<file path="src/rtl/id_stage_pipe.sv">
// MIPS decode stage for logic/shift/lui instructions with EX/MEM forwarding,
// load-use interlock and a valid/ready ID/EX pipeline register with flush.
module id_stage_pipe #(
   parameter bit FWD_EN        = 1'b1,
   parameter bit STRICT_DECODE = 1'b1
) (
   input  logic        clk,
   input  logic        rst,
   input  logic        in_valid,
   output logic        in_ready,
   input  logic [31:0] pc_i,
   input  logic [31:0] inst_i,
   output logic        reg1_read_o,
   output logic [4:0]  reg1_addr_o,
   output logic        reg2_read_o,
   output logic [4:0]  reg2_addr_o,
   input  logic [31:0] reg1_data_i,
   input  logic [31:0] reg2_data_i,
   input  logic        ex_wreg_i,
   input  logic [4:0]  ex_wd_i,
   input  logic [31:0] ex_wdata_i,
   input  logic        ex_is_load_i,
   input  logic        mem_wreg_i,
   input  logic [4:0]  mem_wd_i,
   input  logic [31:0] mem_wdata_i,
   input  logic        flush_i,
   input  logic        out_ready,
   output logic        out_valid,
   output logic [31:0] pc_o,
   output logic [7:0]  aluop_o,
   output logic [2:0]  alusel_o,
   output logic [31:0] reg1_o,
   output logic [31:0] reg2_o,
   output logic [4:0]  wd_o,
   output logic        wreg_o,
   output logic        instvalid_o
);

   localparam logic [5:0] OP_SPECIAL = 6'b000000;
   localparam logic [5:0] OP_ANDI    = 6'b001100;
   localparam logic [5:0] OP_ORI     = 6'b001101;
   localparam logic [5:0] OP_XORI    = 6'b001110;
   localparam logic [5:0] OP_LUI     = 6'b001111;
   localparam logic [5:0] F_SLL      = 6'h00;
   localparam logic [5:0] F_SRL      = 6'h02;
   localparam logic [5:0] F_SRA      = 6'h03;
   localparam logic [5:0] F_AND      = 6'h24;
   localparam logic [5:0] F_OR       = 6'h25;
   localparam logic [5:0] F_XOR      = 6'h26;
   localparam logic [5:0] F_NOR      = 6'h27;
   localparam logic [7:0] ALU_OR     = 8'h25;
   localparam logic [7:0] ALU_AND    = 8'h24;
   localparam logic [7:0] ALU_XOR    = 8'h26;
   localparam logic [7:0] ALU_NOR    = 8'h27;
   localparam logic [7:0] ALU_SLL    = 8'h7C;
   localparam logic [7:0] ALU_SRL    = 8'h02;
   localparam logic [7:0] ALU_SRA    = 8'h03;
   localparam logic [2:0] SEL_LOGIC  = 3'b001;
   localparam logic [2:0] SEL_SHIFT  = 3'b010;

   logic [5:0]  op_s, func_s;
   logic [4:0]  rs_s, rt_s, rd_s, sa_s;
   logic [15:0] imm_s;
   logic [7:0]  dec_aluop_s;
   logic [2:0]  dec_alusel_s;
   logic [4:0]  dec_wd_s;
   logic        dec_wreg_s, dec_valid_s, dec_rd1_s, dec_rd2_s;
   logic [31:0] dec_imm1_s, dec_imm2_s;
   logic [31:0] op1_s, op2_s;
   logic        hazard_s, adv_s;

   logic        out_valid_r, wreg_r, instvalid_r;
   logic [31:0] pc_r, reg1_r, reg2_r;
   logic [7:0]  aluop_r;
   logic [2:0]  alusel_r;
   logic [4:0]  wd_r;

   assign op_s   = inst_i[31:26];
   assign rs_s   = inst_i[25:21];
   assign rt_s   = inst_i[20:16];
   assign rd_s   = inst_i[15:11];
   assign sa_s   = inst_i[10:6];
   assign func_s = inst_i[5:0];
   assign imm_s  = inst_i[15:0];

   // EX result wins over MEM; register 0 always reads as zero.
   function automatic logic [31:0] fwd_sel(input logic [4:0] addr, input logic [31:0] rf,
                                           input logic ex_w, input logic [4:0] ex_a,
                                           input logic [31:0] ex_d, input logic mem_w,
                                           input logic [4:0] mem_a, input logic [31:0] mem_d);
      logic [31:0] v;
      if (addr == 5'd0) begin
         v = 32'h0000_0000;
      end else if (FWD_EN && ex_w && (ex_a == addr)) begin
         v = ex_d;
      end else if (FWD_EN && mem_w && (mem_a == addr)) begin
         v = mem_d;
      end else begin
         v = rf;
      end
      return v;
   endfunction

   function automatic logic port_hazard(input logic en, input logic [4:0] addr,
                                        input logic ex_w, input logic [4:0] ex_a,
                                        input logic ex_ld, input logic mem_w,
                                        input logic [4:0] mem_a);
      logic ex_hit, mem_hit, h;
      ex_hit  = ex_w && (ex_a == addr);
      mem_hit = mem_w && (mem_a == addr);
      if (!en || (addr == 5'd0)) begin
         h = 1'b0;
      end else if (FWD_EN) begin
         h = ex_hit && ex_ld;
      end else begin
         h = ex_hit || mem_hit;
      end
      return h;
   endfunction

   // Instruction decode: ALU op/class, destination and which source fields are used.
   always_comb begin
      dec_aluop_s  = 8'h00;
      dec_alusel_s = 3'b000;
      dec_wd_s     = 5'd0;
      dec_wreg_s   = 1'b0;
      dec_valid_s  = 1'b0;
      dec_rd1_s    = 1'b0;
      dec_rd2_s    = 1'b0;
      dec_imm1_s   = 32'h0000_0000;
      dec_imm2_s   = 32'h0000_0000;
      case (op_s)
         OP_SPECIAL: begin
            case (func_s)
               F_AND, F_OR, F_XOR, F_NOR: begin
                  if (!STRICT_DECODE || (sa_s == 5'd0)) begin
                     dec_valid_s  = 1'b1;
                     dec_wreg_s   = 1'b1;
                     dec_wd_s     = rd_s;
                     dec_rd1_s    = 1'b1;
                     dec_rd2_s    = 1'b1;
                     dec_alusel_s = SEL_LOGIC;
                     case (func_s)
                        F_AND:   dec_aluop_s = ALU_AND;
                        F_OR:    dec_aluop_s = ALU_OR;
                        F_XOR:   dec_aluop_s = ALU_XOR;
                        default: dec_aluop_s = ALU_NOR;
                     endcase
                  end else begin
                     dec_valid_s = 1'b0;
                  end
               end
               F_SLL, F_SRL, F_SRA: begin
                  if (!STRICT_DECODE || (rs_s == 5'd0)) begin
                     dec_valid_s  = 1'b1;
                     dec_wreg_s   = 1'b1;
                     dec_wd_s     = rd_s;
                     dec_rd2_s    = 1'b1;
                     dec_imm1_s   = {27'd0, sa_s};
                     dec_alusel_s = SEL_SHIFT;
                     case (func_s)
                        F_SLL:   dec_aluop_s = ALU_SLL;
                        F_SRL:   dec_aluop_s = ALU_SRL;
                        default: dec_aluop_s = ALU_SRA;
                     endcase
                  end else begin
                     dec_valid_s = 1'b0;
                  end
               end
               default: dec_valid_s = 1'b0;
            endcase
         end
         OP_ORI, OP_ANDI, OP_XORI, OP_LUI: begin
            dec_valid_s  = 1'b1;
            dec_wreg_s   = 1'b1;
            dec_wd_s     = rt_s;
            dec_rd1_s    = 1'b1;
            dec_alusel_s = SEL_LOGIC;
            dec_imm2_s   = {16'h0000, imm_s};
            case (op_s)
               OP_ANDI: dec_aluop_s = ALU_AND;
               OP_XORI: dec_aluop_s = ALU_XOR;
               OP_LUI: begin
                  dec_aluop_s = ALU_OR;
                  dec_imm2_s  = {imm_s, 16'h0000};
               end
               default: dec_aluop_s = ALU_OR;
            endcase
         end
         default: dec_valid_s = 1'b0;
      endcase
   end

   assign reg1_read_o = rst & in_valid & dec_rd1_s;
   assign reg2_read_o = rst & in_valid & dec_rd2_s;
   assign reg1_addr_o = rst ? rs_s : 5'd0;
   assign reg2_addr_o = rst ? rt_s : 5'd0;

   // Operand selection: forwarded/regfile value for used ports, immediates otherwise.
   always_comb begin
      op1_s = dec_imm1_s;
      op2_s = dec_imm2_s;
      if (dec_rd1_s) begin
         op1_s = fwd_sel(rs_s, reg1_data_i, ex_wreg_i, ex_wd_i, ex_wdata_i,
                         mem_wreg_i, mem_wd_i, mem_wdata_i);
      end else begin
         op1_s = dec_imm1_s;
      end
      if (dec_rd2_s) begin
         op2_s = fwd_sel(rt_s, reg2_data_i, ex_wreg_i, ex_wd_i, ex_wdata_i,
                         mem_wreg_i, mem_wd_i, mem_wdata_i);
      end else begin
         op2_s = dec_imm2_s;
      end
   end

   assign hazard_s = rst & in_valid &
                     (port_hazard(dec_rd1_s, rs_s, ex_wreg_i, ex_wd_i, ex_is_load_i,
                                  mem_wreg_i, mem_wd_i) |
                      port_hazard(dec_rd2_s, rt_s, ex_wreg_i, ex_wd_i, ex_is_load_i,
                                  mem_wreg_i, mem_wd_i));
   assign adv_s    = out_ready | ~out_valid_r;
   assign in_ready = rst & ((adv_s & ~hazard_s) | flush_i);

   // ID/EX register: flush beats bubble beats load; payload kept when only valid drops.
   always_ff @(posedge clk or negedge rst) begin
      if (!rst) begin
         out_valid_r <= 1'b0;
         pc_r        <= 32'h0000_0000;
         aluop_r     <= 8'h00;
         alusel_r    <= 3'b000;
         reg1_r      <= 32'h0000_0000;
         reg2_r      <= 32'h0000_0000;
         wd_r        <= 5'd0;
         wreg_r      <= 1'b0;
         instvalid_r <= 1'b0;
      end else if (flush_i) begin
         out_valid_r <= 1'b0;
      end else if (adv_s && hazard_s) begin
         out_valid_r <= 1'b0;
      end else if (adv_s) begin
         out_valid_r <= in_valid;
         pc_r        <= pc_i;
         aluop_r     <= dec_aluop_s;
         alusel_r    <= dec_alusel_s;
         reg1_r      <= op1_s;
         reg2_r      <= op2_s;
         wd_r        <= dec_wd_s;
         wreg_r      <= dec_wreg_s;
         instvalid_r <= dec_valid_s;
      end else begin
         out_valid_r <= out_valid_r;
      end
   end

   assign out_valid   = out_valid_r;
   assign pc_o        = pc_r;
   assign aluop_o     = aluop_r;
   assign alusel_o    = alusel_r;
   assign reg1_o      = reg1_r;
   assign reg2_o      = reg2_r;
   assign wd_o        = wd_r;
   assign wreg_o      = wreg_r;
   assign instvalid_o = instvalid_r;

endmodule
</file>
<file path="config.mk">
export PLATFORM = sky130hd
export DESIGN_NAME = id_stage_pipe
export DESIGN_NICKNAME = d
export VERILOG_FILES = /design/src/rtl/id_stage_pipe.sv
export SDC_FILE = /design/constraint.sdc
export NUM_CORES = 1
export LEC_CHECK = 0
export BUFFER_PORTS_ARGS = -buffer_cell sky130_fd_sc_hd__buf_2
export CORE_AREA = 2 2 133 135
export DETAILED_ROUTE_END_ITERATION = 10
export DIE_AREA = 0 0 135 137
export GPL_TIMING_DRIVEN = 1
export PLACE_DENSITY = 0.75
export SYNTH_ARGS = -nofsm -noshare
export SYNTH_HDL_FRONTEND = slang
export SYNTH_SLANG_ARGS = --single-unit
</file>
<file path="constraint.sdc">
create_clock -name clk -period 2.5 [get_ports clk]
set_input_delay 0.375 -clock clk [delete_from_list [all_inputs] [get_ports clk]]
set_output_delay 0.375 -clock clk [all_outputs]
set_load 0.1 [all_outputs]
</file>
======== Word-level counts from Yosys, hierarchy flattened ========
Cells that the tools add are included.
storage, ports and cells
  flip-flop bits (word level) ............. 114
  output and inout port bits .............. 128
  word-level logic and storage cells ...... 98
cells by class
  equal/unequal tests ..................... 14
  mux-type cells .......................... 42
  bitwise operators ....................... 13
  reduce and logical (&&, ||, !) cells .... 21
operator list
  kind                count
  $mux 32             10
  $mux 5              7
  $pmux 7 s2          2
  $eq 6x4->1 const B  4
  $eq 6x6->1 const B  4
  $eq 5x5->1          4
  $pmux 5 s2          2
  $pmux 8 s2          1
  $logic_not 5->1     3
  $eq 6x2->1 const B  2
  $logic_not 6->1     2
  $pmux 2 s2          3
  $mux 1              10
  $reduce_or 4->1     2
  $logic_and 1x1->1   7
  $mux 7              1
  $and 1x1->1         6
  $mux 6              1
  $pmux 1 s2          3
  $pmux 2 s3          1
  $not 1->1           4
  $or 1x1->1          3
  $reduce_and 3->1    1
  $reduce_bool 3->1   1
  other kinds (4)     6

======== Longest topological paths before layout ========
  depth in word-level cells ............... 13
  gate-level depth with buffers ........... 10
  depth with buffers taken out ............ 6

======== Worst setup path before layout ========
No wires, ideal clock.
  kind .................................... input port to output port
  from .................................... input port inst_i[23]
  to ...................................... output port reg2_read_o
  arrival time ............................ 3.136 ns
  slack ................................... -1.011 ns
  cell stages on the path ................. 4
  path buffers ............................ 0
  cells stage by stage .................... nor4_1 nand3b_1 and2_1 nor3_1
on the way
  longest elaborated chain between the ends .. 5
ends and longest elaborated chain
  item             line  text
  start, declared  12    input logic [31:0] inst_i,
  $logic_not 5->1  154   if (!STRICT_DECODE || (rs_s == 5'd0)) begin
  $mux 1           154
  $pmux 1 s2       134   case (func_s)
  $mux 1           132   case (op_s)
  $and 1x1->1      195   assign reg2_read_o = rst & in_valid & dec_rd2_s;
  end, declared    15    output logic reg2_read_o,
Every way passes these cells.

======== Worst setup path after layout ========
  from .................................... input port inst_i[7]
  to ...................................... output port in_ready
on the way
  longest elaborated chain between the ends .. 13
ends and longest elaborated chain
  item                                         line  text
  $logic_not 5->1 *                            136   if (!STRICT_DECODE || (sa_s == 5'd0)) begin
  $mux 1 *                                     136
  $mux 1 / $pmux 1 s2 (equally long branches)  134
  $pmux 1 s2 / $mux 1 (equally long branches)  132
  $logic_not 1->1                              111   if (!en || (addr == 5'd0)) begin
  $logic_or 1x1->1                             111
  $mux 1                                       111
  $or 1x1->1 *                                 219   mem_wreg_i, mem_wd_i) |
  $and 1x1->1 *                                217   assign hazard_s = rst & in_valid &
  $not 1->1 *                                  223   assign in_ready = rst & ((adv_s & ~hazard_s) | flush_i);
  $and 1x1->1 *                                223
  $or 1x1->1 *                                 223
  $and 1x1->1 *                                223
  end, declared                                10    output logic in_ready,
Every way passes the cells marked *; elsewhere a longest branch is shown, timed or not.

==> metrics.md <==
| Metric | Value |
|---|---|
| Design area | 9220 um^2 |
| Final Hold Fails | 0 |
| Syn-to-layout area delta | 39.7% |
| Core Util, Final | 54.1% |
| Critical Path End Type | primary output |
| Status | finished, final reports clean |
| Number of synthesized flops with an enable pin | 0 |
| Post-route ant nets | 0 |
| WP data required | 2120 ps |
| Number of global-route vias before repair | 6686 |
| Yosys warning count | 0 |
| Reg2reg setup slack | 700 ps |
| Final nets | 1199 |
| Cell count after synthesis | 635 |
| Ranking of synthesized cells by area | dfrtp_1, mux2_2, o21ai_0 |
| # rows | 48 |
| Leak | 4.99 nW |
| Most common cell after layout, fill and taps aside | buf_2 |
| Max clock buf depth | 2 |
| RSZ-0062 raised after global routing | false |
| Share of cells above drive strength 1 | 54.3% |
| Startpoint Class | primary input |
| Pin count of the biggest net entering global routing | 61 |
| Async set or reset register ratio after synthesis | 100% |
| Main synth FF type | dfrtp_1 |
| Final Max Slew Viols | 0 |
| Clk sinks | 109 |
| Slew @ Worst Pin | 1300 ps |
| 1st-iter DRT viols | 431 |
| Via density | 5.47 |
| Min Clock Period, post-route | 2440 ps |
| Final Cycle Share | 97.6% |
| Reg2reg start | out_valid |
| Crit Path Category | primary input to primary output |
| CP arrival | 2060 ps |
| Port-buffer cells | 335 |
| Setup TNS | 0 ps |
| Placed insts | 1203 |
| Global router's overall resource usage | 27.4% |
| Clk_lat worst skew | 350 ps |
| First-pass GRT wire length | 38400 um |
| Synth Cell Area | 6600 um^2 |
| GP Congestion | 0.864 |
| H-tree levels | 3 |
| F_max | 410 MHz |
| Number of max-cap violations | 0 |
| Synth cell types | 41 |
| FF-to-FF End | reg2_o[18] |
| Post-synth top area share | 41.3% |
| Synthesized flop and latch total | 109 |
| Die area | 18500 um^2 |
| Die height | 137 um |
| Root buf cell | clkbuf_16 |
| Antenna violations before repair | 3 |
| Cell taking the most area after synthesis | dfrtp_1 |
| Seq/Total Area, Yosys | 41.3% |
| Drt pass-1 iters | 5 |
| Fin cells | 1220 |
| Drt wl/cell | 21.0 um |
| Num ports | 338 |
| R2R depth | 5 |
| Hold WC Path Type | primary input to async pin |
| Worst slew margin | 13.3% |
| Initial Utilization | 38.7% |
| Worst Hold Slack | 45.4 ps |
| Syn_area_per_cell | 10.4 um^2 |
| Post-detail-place hpwl | 20000 um |
| Die extent in x | 135 um |
| Commonest cells after routing, fill and taps aside | buf_2, dfrtp_1, mux2_2 |
| GRT overflow | 0 |
| Setup violators final | 0 |
| Total number of vias | 6678 |
| Residual DRC | 0 |
| CTS tree | yes |
| Cell area after placement | 8900 um^2 |
| Core area | 17100 um^2 |
| Worst Path Max Fanout | 3 |
| PD cells | 537 nW/um^2 |
| Final wirelength | 25600 um |
| CTS Buf Count | 9 |
| Max VDD drop | 0.371 mV |
| Clock-pin slew on the worst setup and hold paths | 80 ps |
| Fillers | 1511 |
| Clock skew | 12.0 ps |
layer usage:
metal	share of wire, %	vias up	track usage, %
met5	0.066	-	0
met4	2.5	2	9.14
met3	8.2	47	5.96
met2	49	352	46.8
met1	40	3225	34.4
li1	-	3052	-
worst max-delay path by stage:
stage	startpoint	endpoint	slack, ps	depth (start not counted)
detailed placement	inst_i[31]	reg2_o[10]	-150	8
CTS	inst_i[7]	in_ready	0.3	9
finish	inst_i[7]	in_ready	60	9
global placement	inst_i[31]	reg2_o[10]	-140	8
floorplan	inst_i[23]	reg2_read_o	-160	4
global route	inst_i[31]	reg2_o[14]	20	8
synth_stat cells (all sizes together) (2+ instances only):
| library cell | n |
|---|---|
| mux2 | 106 |
| a31oi | 5 |
| and3 | 40 |
| mux2i | 28 |
| dfrtp | 109 |
| nand2b | 3 |
| xnor2 | 4 |
| a22o | 6 |
| and3b | 2 |
| nand2 | 44 |
| a211oi | 31 |
| nor3 | 4 |
| nand3 | 4 |
| nand3b | 2 |
| nor2 | 39 |
| nor4 | 9 |
| clkbuf | 33 |
| xor2 | 16 |
| o31ai | 4 |
| o21ai | 65 |
| and2 | 12 |
| nor2b | 4 |
| buf | 25 |
| a221oi | 33 |
critical path: stages:
cell and delay (ps):
buf_2 110, nor4_1 290, buf_4 190, and4_2 270
o21ai_4 60, or3_4 350, a31oi_2 170, nor2b_2 70
buf_6 180
timing repair:
item,in CTS,in global routing
endpoints found under the setup margin,1,1
hold buffers,0,0
buffers inserted,0,0
pin swaps,0,0
gates resized for setup,3,5
report_power, final:
| group | internal (mW) | switching (mW) | total [mW] | leakage (nW) |
|---|---|---|---|---|
| Combinational | 0.447 | 1.24 | 1.68 | 3.43 |
| Clock | 0.681 | 0.691 | 1.37 | 0.126 |
| Sequential | 1.86 | 0.0478 | 1.90 | 1.44 |
| Total | 2.98 | 1.97 | 4.96 | 4.99 |
cell type report:
class	instances	area, um^2	area share, %
well taps	225	282	3.05
clock buffers	9	225	2.44
repair buffers	400	2250	24.4
multi-input cells	469	3680	39.9
clock inverters	6	47.5	0.516
diodes	2	5.00	0.0543
flip-flops and latches	109	2730	29.6
stage by stage:
stage,total power [mW],setup slack [ps]
floorplan,3.09,-161
global placement,3.60,-140
detailed placement,3.62,-146
CTS,5.00,0.257
global route,5.16,16.4
finish,4.96,61.2
kinds of logic (layout without fill, tap and decap cells):
kind of cell | count (synthesis) | count (layout) | synth area share, %
other | 1 | 4 | 0.0568
xor gates and xnor gates | 20 | 20 | 2.65
buffers and inverters | 58 | 415 | 4.38
muxes | 134 | 134 | 23.3
AOI/OAI and AO/OA | 147 | 147 | 15.2
DFF | 109 | 109 | 41.3
and+or+nand+nor | 166 | 166 | 13.1
flip-flops by register name, summed over array words and instances, names as in the netlist:
| register | cells |
|---|---|
| instvalid_o | 1 |
| alusel_o | 2 |
| wd_o | 5 |
| reg1_o | 32 |
| out_valid | 1 |
| reg2_o | 32 |
| aluop_o | 4 |
| pc_o | 32 |
Power figures use the tool's default switching activity.
